### config.mk
export PLATFORM = sky130hd
export DESIGN_NAME = mac_cplx_sched
export DESIGN_NICKNAME = d
export VERILOG_FILES = /design/src/rtl/mac_cplx_sched.sv
export SDC_FILE = /design/constraint.sdc
export NUM_CORES = 1
export LEC_CHECK = 0
export BUFFER_PORTS_ARGS = -buffer_cell sky130_fd_sc_hd__buf_2
export CAP_MARGIN = 25
export CORE_MARGIN = 2
export CORE_UTILIZATION = 40
export DETAILED_ROUTE_END_ITERATION = 16
export PLACE_DENSITY = 0.56
export SETUP_SLACK_MARGIN = 0.15
export SYNTH_ARGS = -nofsm -noshare
export SYNTH_HDL_FRONTEND = slang
export SYNTH_SLANG_ARGS = --single-unit
### constraint.sdc
create_clock -name clk -period 10.15 [get_ports clk]
set_clock_uncertainty 0.1 [all_clocks]
set_input_delay 0.5075 -clock clk [delete_from_list [all_inputs] [get_ports clk]]
set_output_delay 0.5075 -clock clk [all_outputs]
set_load 0.02 [all_outputs]
### src/rtl/mac_cplx_sched.sv
// mac_cplx_sched: complex multiply-accumulate sequencer that shares one
// external 4x4 unsigned multiplier.  Each accepted operand set issues four
// products one at a time, then combines them into (re, im) and loads or
// accumulates them into ACC_W-bit signed accumulators.
//
// Ports
//   clk, rst                     clock, async active-low reset
//   in_valid/in_ready            operand handshake (ready only in IDLE)
//   in_ar/in_ai/in_br/in_bi      unsigned 4-bit operands, A = ar+j*ai, B = br+j*bi
//   in_acc                       1 = accumulate, 0 = overwrite
//   clr                          clears accumulators/ovf/err (IDLE only)
//   mul_start/mul_a/mul_b        request to the shared multiplier
//   mul_done/mul_p               multiplier done level and product
//   out_valid/out_ready          result handshake
//   out_re/out_im                accumulator values
//   ovf, err                     sticky wrap / multiplier-timeout flags
//
// state   | meaning
// --------+---------------------------------------------------------
// IDLE    | ready for an operand set, clr honoured here
// ISSUE   | one-cycle mul_start for product k, timeout counter cleared
// WAIT_LO | waiting for mul_done to drop (multiplier took the request)
// WAIT_HI | waiting for mul_done to rise, then capture product k
// COMBINE | form re/im and update the accumulators
// OUT     | result presented until out_ready
module mac_cplx_sched #(
   parameter int ACC_W = 12,
   parameter int TMO   = 16
) (
   input  logic                    clk,
   input  logic                    rst,
   input  logic                    in_valid,
   output logic                    in_ready,
   input  logic [3:0]              in_ar,
   input  logic [3:0]              in_ai,
   input  logic [3:0]              in_br,
   input  logic [3:0]              in_bi,
   input  logic                    in_acc,
   input  logic                    clr,
   output logic                    mul_start,
   output logic [3:0]              mul_a,
   output logic [3:0]              mul_b,
   input  logic                    mul_done,
   input  logic [7:0]              mul_p,
   output logic                    out_valid,
   input  logic                    out_ready,
   output logic signed [ACC_W-1:0] out_re,
   output logic signed [ACC_W-1:0] out_im,
   output logic                    ovf,
   output logic                    err
);

   localparam int TW = (TMO < 2) ? 1 : $clog2(TMO + 1);

   typedef enum logic [2:0] {IDLE, ISSUE, WAIT_LO, WAIT_HI, COMBINE, OUT} state_t;

   state_t                  st, nxt;
   logic [1:0]              k;
   logic [TW-1:0]           tmo_cnt;
   logic                    tmo_hit;
   logic [3:0]              ar_q, ai_q, br_q, bi_q;
   logic                    acc_q;
   logic [7:0]              p [4];
   logic signed [ACC_W-1:0] acc_re, acc_im;
   logic signed [9:0]       re_w, im_w;
   logic signed [ACC_W:0]   sum_re, sum_im;
   logic                    sum_ovf;

   assign tmo_hit = (tmo_cnt == TW'(TMO));
   assign out_re  = acc_re;
   assign out_im  = acc_im;

   always_ff @(posedge clk or negedge rst) begin
      if (!rst) st <= IDLE;
      else      st <= nxt;
   end

   always_comb begin
      nxt       = st;
      in_ready  = 1'b0;
      mul_start = 1'b0;
      out_valid = 1'b0;
      case (st)
         IDLE: begin
            in_ready = 1'b1;
            if (in_valid) nxt = ISSUE;
         end
         ISSUE: begin
            mul_start = 1'b1;
            nxt       = WAIT_LO;
         end
         WAIT_LO: begin
            if (tmo_hit)        nxt = IDLE;
            else if (!mul_done) nxt = WAIT_HI;
         end
         WAIT_HI: begin
            if (tmo_hit)       nxt = IDLE;
            else if (mul_done) nxt = (k == 2'd3) ? COMBINE : ISSUE;
         end
         COMBINE: nxt = OUT;
         OUT: begin
            out_valid = 1'b1;
            if (out_ready) nxt = IDLE;
         end
         default: nxt = IDLE;
      endcase
   end

   // Operands follow k, which only advances at capture, so they stay
   // stable from ISSUE through the capture cycle.
   always_comb begin
      mul_a = ar_q;
      mul_b = br_q;
      case (k)
         2'd0: begin mul_a = ar_q; mul_b = br_q; end
         2'd1: begin mul_a = ai_q; mul_b = bi_q; end
         2'd2: begin mul_a = ar_q; mul_b = bi_q; end
         2'd3: begin mul_a = ai_q; mul_b = br_q; end
         default: ;
      endcase
   end

   // One extra bit of headroom gives the exact sum; wrap is detected when
   // the top two bits disagree.
   always_comb begin
      re_w    = $signed({2'b00, p[0]}) - $signed({2'b00, p[1]});
      im_w    = $signed({2'b00, p[2]}) + $signed({2'b00, p[3]});
      sum_re  = (ACC_W+1)'(re_w);
      sum_im  = (ACC_W+1)'(im_w);
      if (acc_q) begin
         sum_re = sum_re + {acc_re[ACC_W-1], acc_re};
         sum_im = sum_im + {acc_im[ACC_W-1], acc_im};
      end
      sum_ovf = (sum_re[ACC_W] != sum_re[ACC_W-1]) || (sum_im[ACC_W] != sum_im[ACC_W-1]);
   end

   always_ff @(posedge clk or negedge rst) begin
      if (!rst) begin
         k       <= 2'd0;
         tmo_cnt <= '0;
         ar_q    <= 4'd0;
         ai_q    <= 4'd0;
         br_q    <= 4'd0;
         bi_q    <= 4'd0;
         acc_q   <= 1'b0;
         for (int i = 0; i < 4; i++) p[i] <= 8'd0;
         acc_re  <= '0;
         acc_im  <= '0;
         ovf     <= 1'b0;
         err     <= 1'b0;
      end else begin
         case (st)
            IDLE: begin
               // clr and accept in the same cycle: the new set sees base 0
               if (clr) begin
                  acc_re <= '0;
                  acc_im <= '0;
                  ovf    <= 1'b0;
                  err    <= 1'b0;
               end
               if (in_valid) begin
                  ar_q  <= in_ar;
                  ai_q  <= in_ai;
                  br_q  <= in_br;
                  bi_q  <= in_bi;
                  acc_q <= in_acc;
                  k     <= 2'd0;
               end
            end
            ISSUE: tmo_cnt <= '0;
            WAIT_LO: begin
               tmo_cnt <= tmo_cnt + 1'b1;
               if (tmo_hit) err <= 1'b1;
            end
            WAIT_HI: begin
               tmo_cnt <= tmo_cnt + 1'b1;
               if (tmo_hit) err <= 1'b1;
               else if (mul_done) begin
                  p[k] <= mul_p;
                  if (k != 2'd3) k <= k + 2'd1;
               end
            end
            COMBINE: begin
               acc_re <= sum_re[ACC_W-1:0];
               acc_im <= sum_im[ACC_W-1:0];
               if (sum_ovf) ovf <= 1'b1;
            end
            default: ;
         endcase
      end
   end

endmodule

; Yosys cells after proc, flatten, opt, wreduce, memory -nomap -nowiden
; Cells that the tools add are included.
[totals]
inputBits = 31
word_cells = 100
register_bits = 85
out_inout_bits = 37
[op_classes]
n_lt_le_gt_ge = 2
n_bitwise = 2
muxes = 32
n_reduce_logical = 20
add_sub_neg = 6
eq_ne = 22
[op_table]
columns = operator, count
row1 = $pmux W12 S2, 2
row2 = $bwmux W32, 1
row3 = $mux W13, 2
row4 = $mux W3, 7
row5 = $pmux W3 S6, 1
row6 = $demux W8 S2, 1
row7 = $ne A2 B2 Y1 const B, 8
row8 = $pmux W4 S2, 2
row9 = $add A10 B12 Y13, 1
row10 = $add A9 B12 Y13, 1
row11 = $mux W12, 1
row12 = $pmux W5 S2, 1
row13 = $reduce_or A2 Y1, 5
row14 = $add A8 B8 Y9, 1
row15 = $reduce_and A3 Y1, 3
row16 = $sub A8 B8 Y9, 1
row17 = $mux W2, 4
row18 = $mux W8, 1
row19 = $reduce_bool A2 Y1, 4
row20 = $eq A3 B2 Y1 const B, 2
row21 = $eq A3 B3 Y1 const B, 2
row22 = $mux W1, 6
row23 = $ne A3 B3 Y1 const B, 2
row24 = $add A5 B1 Y5 const B, 1
row25 = 20 further kinds, 24

; Depth between registers and ports, before layout
; Gate-level depths: netlist of the first run.
[logic_depth]
ltp_word = 7
ltp_mapped = 16
mapped_depth_nobuf = 16

; Worst setup path before layout of the first run
; Ideal clock, no wire load.
[synth_path]
path_type = register to register
from = register p[16] in the netlist's numbering
to = register acc_re[10] (netlist: out_re[10])
setup_time_ns = 0.126
n_path_buf = 0
arrival_time_ns = 3.054
t_required_ns = 9.924
path_stages_with_launch = 15
period_less_slack_ns = 3.280
slack_ns = 6.870
path_cell_list = dfrtp_1 > ha_1 > fa_1 > nand2b_1 > a21oi_1 > o21ai_0 > nand2b_1 > xnor2_1 > inv_1 > ha_1 > or4_4 > o22ai_2 > o21ai_2 > xor2_1 > a221o_1
[synth_between]
elab_chain_cells = 4
[synth_rtl]
columns = element, line
row1 = "start, declared", 63  ; logic [7:0] p [4];
row2 = "start signal, assigned by index", 179  ; p[k] <= mul_p;
row3 = $sub A8 B8 Y9 *, 126  ; re_w = $signed({2'b00, p[0]}) - $signed({2'b00, p[1]});
row4 = $add A9 B12 Y13, 131  ; sum_re = sum_re + {acc_re[ACC_W-1], acc_re};
row5 = $mux W13 *, 130  ; if (acc_q) begin
row6 = $pmux W12 S2 *, 152  ; case (st)
row7 = "end signal, assigned", 184  ; acc_re <= sum_re[ACC_W-1:0];
row8 = "end, declared", 64  ; logic signed [ACC_W-1:0] acc_re, acc_im;
; Every way passes the cells marked *; elsewhere a longest branch is shown, timed or not.
; A chain may end at the register's enable or synchronous reset.

; Worst setup path after layout of the first run
; Same ends and word-level chain as after synthesis.

==> results.json, run 1 <==
{
  "synth_edf_count": 0,
  "worst_setup_path_end_kind": "flop",
  "dieArea_sq_mm": 0.0142,
  "synth_common_cells": "85 x dfrtp_1, 48 x mux2_1, 43 x ha_1",
  "drc": 0,
  "antenna_cells": 0,
  "min_period_ps": 3560,
  "n_fill_cell": 1242,
  "slew_headroom": 0.413,
  "initial_core_util": 0.406,
  "grt_pass1_wl_um": 19800,
  "status": "completed",
  "synthTopCellsByArea": "dfrtp_1 40%, mux2_1 10%, ha_1 10%, nand2_1 2.8%, xnor2_1 2.8%",
  "drive_gt1_frac": 0.192,
  "coreArea_sq_mm": 0.0131,
  "post_cts_resized": 0,
  "path_cells": "ha_1, fa_1, nand2b_1, a21oi_1, o21ai_0, nand2b_1, xnor2_1, inv_1, ha_1, or4_4, o22ai_2, o21ai_2, xor2_1, a221o_1",
  "insertion_delay_ps": 350,
  "tns_ps": 0,
  "drtIter0Drc": 229,
  "firstDrtPassIters": 4,
  "fmax_mhz": 281,
  "netlist.area_leader.share": 0.401,
  "seq_area_frac_synth": 0.401,
  "vias": 4019,
  "grt_usage": 0.178,
  "clock-sinks": 85,
  "slowest_delay_ps": 490,
  "critPathLaunchType": "flop",
  "vias_per_cell": 5.29,
  "cp.buffers_inverters": 1,
  "r2r_start": "p[16]",
  "r2r_cells": 14,
  "synthFlopType": "dfrtp_1",
  "finalWeightedCongestion": 0.894,
  "syn_inst": 510,
  "max_cap_viol_count": 0,
  "final_max_slew_viol_count": 0,
  "overflow": 0,
  "ctsLongestPathBuffers": 2,
  "r2r_slack_ps": 6590,
  "netlist_area_sq_mm": 0.00531,
  "path_delay_family": "compound AO/OA/AOI/OAI gates",
  "synth_top_area_cell": "dfrtp_1",
  "drt_wl_total_um": 12000,
  "fp.dieW_um": 119,
  "holdPathEnd": "bi_q[0]",
  "worst_path_max_delay_cell": "or4_4",
  "worstHoldStart": "in_bi[0]",
  "crit_arrival_ps": 3700,
  "rsz0062_at_grt": "false",
  "clk_pin_slew_worst_paths_ps": 70,
  "fin_crit_sh": 0.351,
  "worst_ep_required_time_ps": 10290,
  "r2r-end": "out_re[10]",
  "async_flop_share": 1.00,
  "syn_to_final_growth_pct": 17.0,
  "grt_pass1_vias": 4080,
  "hold_path.class": "input pin to flop",
  "worstMarginPinSlew_ps": 880,
  "synthDistinctLibCells": 63,
  "hold_viol_final": 0,
  "holdPathStages": 2,
  "die_y_um": 119,
  "post_drt_wl_per_cell_um": 15.8,
  "ys_seq_elements": 85,
  "crit_type": "flop to flop",
  "setup_viol": 0,
  "ioPinCount": 68,
  "port_buffers": 67,
  "synth_nets": 588,
  "numCtsBuffers": 9,
  "grt_max_degree": 57,
  "nNetsFinal": 657,
  "yosysMostFrequentCell": "dfrtp_1",
  "cp_max_fo": 4,
  "dpl.hpwl_um": 9020,
  "ys.warnings.count": 0,
  "synth.avg_cell_area_sq_um": 10.4,
  "antenna_found_initial": 0,
  "cts_tree": "yes",
  "h-tree-depth": 3,
  "detail-route-antenna-nets": 0,
  "root_buffer": "clkbuf_16",
  "rows": 42
}
## metrics by stage
stage,utilization,area [sq um],hold WS [ps],std cells,setup WS (ps)
6_report,0.474,6210,276,760,6590
5_1_grt,0.474,6210,274,760,6370
4_1_cts,0.474,6210,263,760,6590
3_5_place_dp,0.445,5830,363,743,6590
3_3_place_gp,0.445,5830,357,743,6670
2_1_floorplan,-,5310,112,510,6870
## cells in the final DEF (no fill, tap or decap), types with 10 or more instances in the layout
cell / synthesis / layout
nor2_1: 29 / 29
nand2b_1: 10 / 10
o21ai_1: 24 / 24
ha_1: 43 / 43
o21ai_0: 12 / 12
dfrtp_1: 85 / 85
mux2_1: 48 / 48
mux2_2: 10 / 10
inv_1: 30 / 30
xnor2_1: 17 / 17
buf_2: 1 / 66
a21oi_1: 23 / 23
nand2_1: 40 / 40
## cell type report
| cell class | count | area, sq um | share of cell area |
|---|---|---|---|
| Clock buffer | 9 | 225 | 0.0363 |
| Timing Repair Buffer | 70 | 363 | 0.0585 |
| Tap cell | 176 | 220 | 0.0355 |
| Multi-Input combinational cell | 383 | 3010 | 0.485 |
| Sequential cell | 85 | 2130 | 0.343 |
| Clock inverter | 7 | 145 | 0.0234 |
| Inverter | 30 | 113 | 0.0181 |
## repair_timing
action / CTS / global route
setup buffers: 0 / 0
hold buffers: 1 / 0
hold endpoints to repair: 29 / 0
## cells by family after synthesis
family                   Yosys count  share of synthesized area
AND/OR/NAND/NOR                  125                      0.115
AO/OA/AOI/OAI                    122                      0.161
flip-flops                        85                      0.401
multiplexers                      65                      0.136
adder cells (fa/ha/maj)           47                      0.116
buffers and inverters             42                     0.0314
XOR/XNOR                          24                     0.0396
## state kept, by name, indices dropped and copies added (netlist names)
register	cells
p	32
out_im	12
out_re	12
tmo_cnt	5
ai_q	4
ar_q	4
bi_q	4
br_q	4
st	3
k	2
acc_q	1
err	1
ovf	1
## per-layer routing
layer | vias up | global-route usage | wire length, um | part of all wire
met1 | 1945 | 0.225 | 5490 | 0.46
li1 | 1972 | - | - | -
met3 | 16 | 0.0326 | 517 | 0.043
met5 | - | 0 | 0 | 0
met2 | 86 | 0.292 | 5700 | 0.47
met4 | 0 | 0.0878 | 299 | 0.025
## worst reg2reg max path: cells and delay by family (launching register included)
| family | cells | cell delay [ps] |
|---|---|---|
| buffers and inverters | 1 | 70 |
| flip-flops | 1 | 390 |
| adder cells (fa/ha/maj) | 3 | 840 |
| XOR/XNOR | 2 | 290 |
| AO/OA/AOI/OAI | 5 | 1010 |
| AND/OR/NAND/NOR | 3 | 760 |
## worst max path at each step
stage / start / endpoint / slack (ps) / depth (start not counted)
floorplan: p[16] / out_re[10] / 6870 / 14
global placement: p[16] / out_re[10] / 6670 / 14
detailed placement: p[16] / out_re[10] / 6590 / 14
CTS: p[16] / out_re[10] / 6590 / 14
global route: p[16] / out_re[10] / 6370 / 14
finish: p[16] / out_re[10] / 6590 / 14
Power of run 1 is not shown: default switching activity piles up to over one toggle a cycle in this logic, so the estimate is an artifact.
==> run 2: changes to the inputs <==
--- a/config.mk
+++ b/config.mk
@@ -10,7 +10,7 @@
 export CORE_MARGIN = 2
 export CORE_UTILIZATION = 40
 export DETAILED_ROUTE_END_ITERATION = 16
-export PLACE_DENSITY = 0.56
+export PLACE_DENSITY = 0.58
 export SETUP_SLACK_MARGIN = 0.15
 export SYNTH_ARGS = -nofsm -noshare
 export SYNTH_HDL_FRONTEND = slang
==> constraint.sdc (replaced) <==
create_clock -name clk -period 3.2 [get_ports clk]
set_clock_uncertainty 0.1 [all_clocks]
set_input_delay 0.16 -clock clk [delete_from_list [all_inputs] [get_ports clk]]
set_output_delay 0.16 -clock clk [all_outputs]
set_load 0.02 [all_outputs]
==> run 2 against run 1 <==
Register-to-register slack lost 6600 ps; maximum frequency grew 13%; sequential share of layout area shrank 4.4 points; count of clock-buffer cells in the layout grew 1; core utilization grew 7.0 points; sequential cell count is the same; die area is the same; routed wire length grew 11%; hold slack lost 210 ps; first-iteration DRC count shrank 17%; global-route usage grew 1.4 points; critical path depth shrank 2; highest routed layer unchanged.
==> results.json, run 2 (synthesis results as in run 1) <==
{
  "grt_max_degree": 35,
  "vias": 4352,
  "cp_max_fo": 4,
  "post_dp_cell_area_sq_mm": 0.00599,
  "max_cap_viol_count": 0,
  "clk_pin_slew_worst_paths_ps": 70,
  "dieArea_sq_mm": 0.0142,
  "dpl.hpwl_um": 9360,
  "path_delay_family": "compound AO/OA/AOI/OAI gates",
  "grt_pass1_vias": 4497,
  "fmax_mhz": 316,
  "crit_arrival_ps": 3300,
  "hold_viol_final": 0,
  "root_buffer": "clkbuf_16",
  "ctsLongestPathBuffers": 2,
  "initial_core_util": 0.406,
  "rsz0062_at_grt": "true",
  "setup_ws_ps": 36.0,
  "hold_path.class": "input pin to flop",
  "worstMarginPinSlew_ps": 785,
  "syn_to_final_growth_pct": 34.3,
  "coreArea_sq_mm": 0.0131,
  "multi_input_area_sq_mm": 0.00340,
  "critPathLaunchType": "flop",
  "h-tree-depth": 3,
  "drt_wl_total_um": 13300,
  "nNetsFinal": 723,
  "stdcell_area_sq_mm": 0.00712,
  "worst_ep_required_time_ps": 3330,
  "grt_pass1_wl_um": 21700,
  "antenna_found_initial": 0,
  "slowest_delay_ps": 350,
  "rows": 42,
  "drtIter0Drc": 189,
  "place_ws_ps": -96.6,
  "drive_gt1_frac": 0.328,
  "final_max_slew_viol_count": 0,
  "firstDrtPassIters": 4,
  "overflow": 0,
  "insertion_delay_ps": 350,
  "port_buffers": 67,
  "max_flop_register": "p",
  "drc": 0,
  "vias_per_cell": 5.27,
  "worst_path_max_delay_cell": "dfrtp_1",
  "min_period_ps": 3160,
  "n_fill_cell": 1109,
  "post_drt_wl_per_cell_um": 16.1,
  "setup_viol": 0,
  "largest_reg_flops": 32,
  "numCtsBuffers": 9,
  "slew_headroom": 0.476,
  "fp.dieW_um": 119,
  "finalWeightedCongestion": 0.873,
  "detail-route-antenna-nets": 0,
  "layout_common_cells": "85 x dfrtp_1, 66 x buf_2, 48 x mux2_1",
  "clock-sinks": 85,
  "worst_setup_path_end_kind": "flop",
  "regArea_sq_mm": 0.00213,
  "fin_util": 0.544,
  "fin_crit_sh": 0.989,
  "holdWs_ps": 70.4,
  "grt_usage": 0.192,
  "ioPinCount": 68,
  "cp.buffers_inverters": 2,
  "die_y_um": 119,
  "path_cells": "inv_1, ha_2, fa_2, buf_4, xnor2_1, ha_1, and2b_2, o31a_4, o22ai_4, o21ai_2, xor2_1, a221o_1",
  "mostFrequentLayoutCell": "dfrtp_1",
  "antenna_cells": 0,
  "cts_tree": "yes",
  "status": "completed",
  "crit_type": "flop to flop"
}
-- run 2: final timing paths --
kind	start	end	slack, ps	cells past startpoint
max in group asynchronous	rst	ar_q[2]	2050	3
min reg2reg	ar_q[3]	ar_q[3]	390	1
min	clr	err	70	4
min in group asynchronous	rst	out_re[4]	220	2
max	p[24]	out_re[10]	40	12
max reg2reg	p[24]	out_re[10]	40	12
-- run 2: timing repair --
item | 4_1_cts | 5_1_grt
setup buffers | 15 | 5
endpoints found under the hold margin | 80 | 0
gates resized for setup | 22 | 63
pin swaps | 21 | 33
hold buffers | 29 | 0
setup endpoints to repair | 11 | 15
-- run 2: layout make-up --
cell class,count,share of cell area
Timing Repair Buffer,136,0.136
Multi-Input combinational cell,383,0.478
Tap cell,176,0.0309
Clock inverter,6,0.00755
Sequential cell,85,0.299
Clock buffer,10,0.0335
Inverter,30,0.0158
-- run 2: stage by stage --
stage,setup TNS [ps],instances
after detailed placement,-213,761
final,0,826
after CTS,0,821
after floorplan,0,510
after global placement,-102,761
after global routing,-421,826
-- run 2: worst reg2reg max path, cell delays in order (launching register included) --
cell	delay, ps
dfrtp_1	350
inv_1	50
ha_2	190
fa_2	340
buf_4	150
xnor2_1	240
ha_1	340
and2b_2	230
o31a_4	300
o22ai_4	240
o21ai_2	80
xor2_1	140
a221o_1	310
-- run 2: per-layer routing --
metal | GRT usage | vias to the layer above | share of wire
met5 | 0 | - | 0
li1 | - | 2107 | -
met1 | 0.230 | 2139 | 0.43
met4 | 0.0766 | 0 | 0.024
met3 | 0.0431 | 23 | 0.044
met2 | 0.332 | 83 | 0.51
Power of run 2 is left out for the same reason.
==> run 3: changes to the inputs <==
--- a/config.mk
+++ b/config.mk
@@ -10,7 +10,7 @@
 export CORE_MARGIN = 2
 export CORE_UTILIZATION = 40
 export DETAILED_ROUTE_END_ITERATION = 16
-export PLACE_DENSITY = 0.58
+export PLACE_DENSITY = 0.56
 export SETUP_SLACK_MARGIN = 0.15
 export SYNTH_ARGS = -nofsm -noshare
 export SYNTH_HDL_FRONTEND = slang
==> constraint.sdc (replaced) <==
create_clock -name clk -period 3.9 [get_ports clk]
set_clock_uncertainty 0.1 [all_clocks]
set_input_delay 0.195 -clock clk [delete_from_list [all_inputs] [get_ports clk]]
set_output_delay 0.195 -clock clk [all_outputs]
set_load 0.02 [all_outputs]
==> run 3 against run 2 <==
Critical path depth up 2; routed wire length down 8.1%; highest routed layer unchanged; via count down 6.0%; global-route usage down 0.85 points; count of clock-buffer cells in the layout down 1; final cell count down 5.7%; die area unchanged.
==> results.json, run 3 (synthesis results as in run 1) <==
{
  "crit_type": "flop to flop",
  "cp_max_fo": 4,
  "dieArea_sq_mm": 0.0142,
  "nNetsFinal": 676,
  "critPathLaunchType": "flop",
  "insertion_delay_ps": 350,
  "rsz0062_at_grt": "false",
  "worst_path_max_delay_cell": "or4_4",
  "dpl.hpwl_um": 9060,
  "antenna_found_initial": 0,
  "drc": 0,
  "ioPinCount": 68,
  "path_cells": "ha_1, fa_1, nand2b_1, a21oi_2, o21ai_0, nand2b_1, xnor2_1, inv_1, ha_1, or4_4, o22ai_2, o21ai_2, xor2_1, a221o_1",
  "grt_pass1_vias": 4172,
  "coreArea_sq_mm": 0.0131,
  "firstDrtPassIters": 7,
  "path_delay_family": "compound AO/OA/AOI/OAI gates",
  "grt_usage": 0.183,
  "port_buffers": 67,
  "initial_core_util": 0.406,
  "vias": 4093,
  "max_cap_viol_count": 0,
  "vias_per_cell": 5.25,
  "cts_setup_buffers": 0,
  "multi_input_area_sq_mm": 0.00302,
  "syn_to_final_growth_pct": 19.7,
  "worst_setup_path_end_kind": "flop",
  "status": "completed",
  "mostFrequentLayoutCell": "dfrtp_1",
  "detail-route-antenna-nets": 0,
  "clk_pin_slew_worst_paths_ps": 70,
  "die_y_um": 119,
  "hold_viol_final": 0,
  "cp.buffers_inverters": 1,
  "peakVddDrop_uv": 297,
  "crit_cells": 14,
  "grt_pass1_wl_um": 20400,
  "worstMarginPinSlew_ps": 915,
  "post_drt_wl_per_cell_um": 15.7,
  "root_buffer": "clkbuf_16",
  "n_fill_cell": 1206,
  "setup_viol": 0,
  "antenna_cells": 0,
  "r2r_cells": 14,
  "finalWeightedCongestion": 0.903,
  "numCtsBuffers": 9,
  "rows": 42,
  "final_max_slew_viol_count": 0,
  "h-tree-depth": 3,
  "min_period_ps": 3520,
  "place_ws_ps": 349,
  "layout_common_cells": "85 x dfrtp_1, 66 x buf_2, 48 x mux2_1",
  "max_flop_register": "p",
  "drtIter0Drc": 212,
  "ctsLongestPathBuffers": 2,
  "grt_max_degree": 58,
  "slowest_delay_ps": 500,
  "largest_reg_flops": 32,
  "worst_ep_required_time_ps": 4040,
  "fmax_mhz": 284,
  "drt_wl_total_um": 12200,
  "holdPathStages": 2,
  "regArea_sq_mm": 0.00213,
  "crit_arrival_ps": 3660,
  "fp.dieW_um": 119,
  "tns_ps": 0,
  "slew_headroom": 0.390,
  "leakagePower_nw": 3.08,
  "clock-sinks": 85,
  "setup_ws_ps": 383,
  "power_density_mw_per_mm2": 1040,
  "overflow": 0,
  "drive_gt1_frac": 0.187,
  "cts_tree": "yes",
  "hold_path.class": "input pin to flop",
  "fin_crit_sh": 0.902
}
[run 3: cell type report]
| class | count | share of cell area |
|---|---|---|
| clock buffers | 9 | 0.0355 |
| clock inverters | 7 | 0.0154 |
| inverters | 30 | 0.0177 |
| multi-input cells | 383 | 0.475 |
| flip-flops and latches | 85 | 0.335 |
| well taps | 176 | 0.0347 |
| repair buffers | 89 | 0.0871 |
[run 3: routing by layer]
layer	share of wire	GRT usage	vias up	wire length, um
met2	0.48	0.305	64	5820
met3	0.031	0.0311	18	377
met1	0.47	0.233	2002	5720
li1	-	-	2009	-
met5	0	0	-	0
met4	0.023	0.0833	0	279
[run 3: timing repair]
action | 4_1_cts | 5_1_grt
hold endpoints to repair | 76 | 0
hold buffers | 20 | 0
gates resized for setup | 0 | 1
setup endpoints to repair | 0 | 1
[run 3: per-stage QoR]
step	cell area [sq um]	total power, mW	std cells	hold slack [ps]	util
2_1_floorplan	5310	4.71	510	-201	-
3_3_place_gp	5830	5.53	743	207	0.445
3_5_place_dp	5830	5.65	743	216	0.445
4_1_cts	6350	6.63	779	0.00944	0.485
5_1_grt	6350	7.23	779	13.3	0.485
6_report	6350	6.62	779	1.73	0.485
[run 3: report_power, final]
part | internal (mW) | switching [mW] | total (mW)
logic | 1.82 | 2.32 | 4.14
registers | 1.25 | 0.297 | 1.55
clock network | 0.563 | 0.373 | 0.936
[run 3: final timing paths]
kind / end / start / slack [ps]
max in group asynchronous: p[20] / rst / 2470
worst max register to register: out_re[10] / p[16] / 380
worst min register to register: ar_q[0] / ar_q[0] / 380
worst max-delay path: out_re[10] / p[16] / 380
worst min-delay path: p[5] / mul_p[5] / 2
min in group asynchronous: out_re[9] / rst / 340
[run 3: worst reg2reg max path, delay by kind of cell, from the launching register on]
| family | cells | cell delay, ps |
|---|---|---|
| buffers and inverters | 1 | 70 |
| AO/OA/AOI/OAI | 5 | 930 |
| XOR/XNOR | 2 | 300 |
| AND/OR/NAND/NOR | 3 | 780 |
| flip-flops | 1 | 390 |
| adder cells (fa/ha/maj) | 3 | 850 |
(Power assumes the default switching activity.)
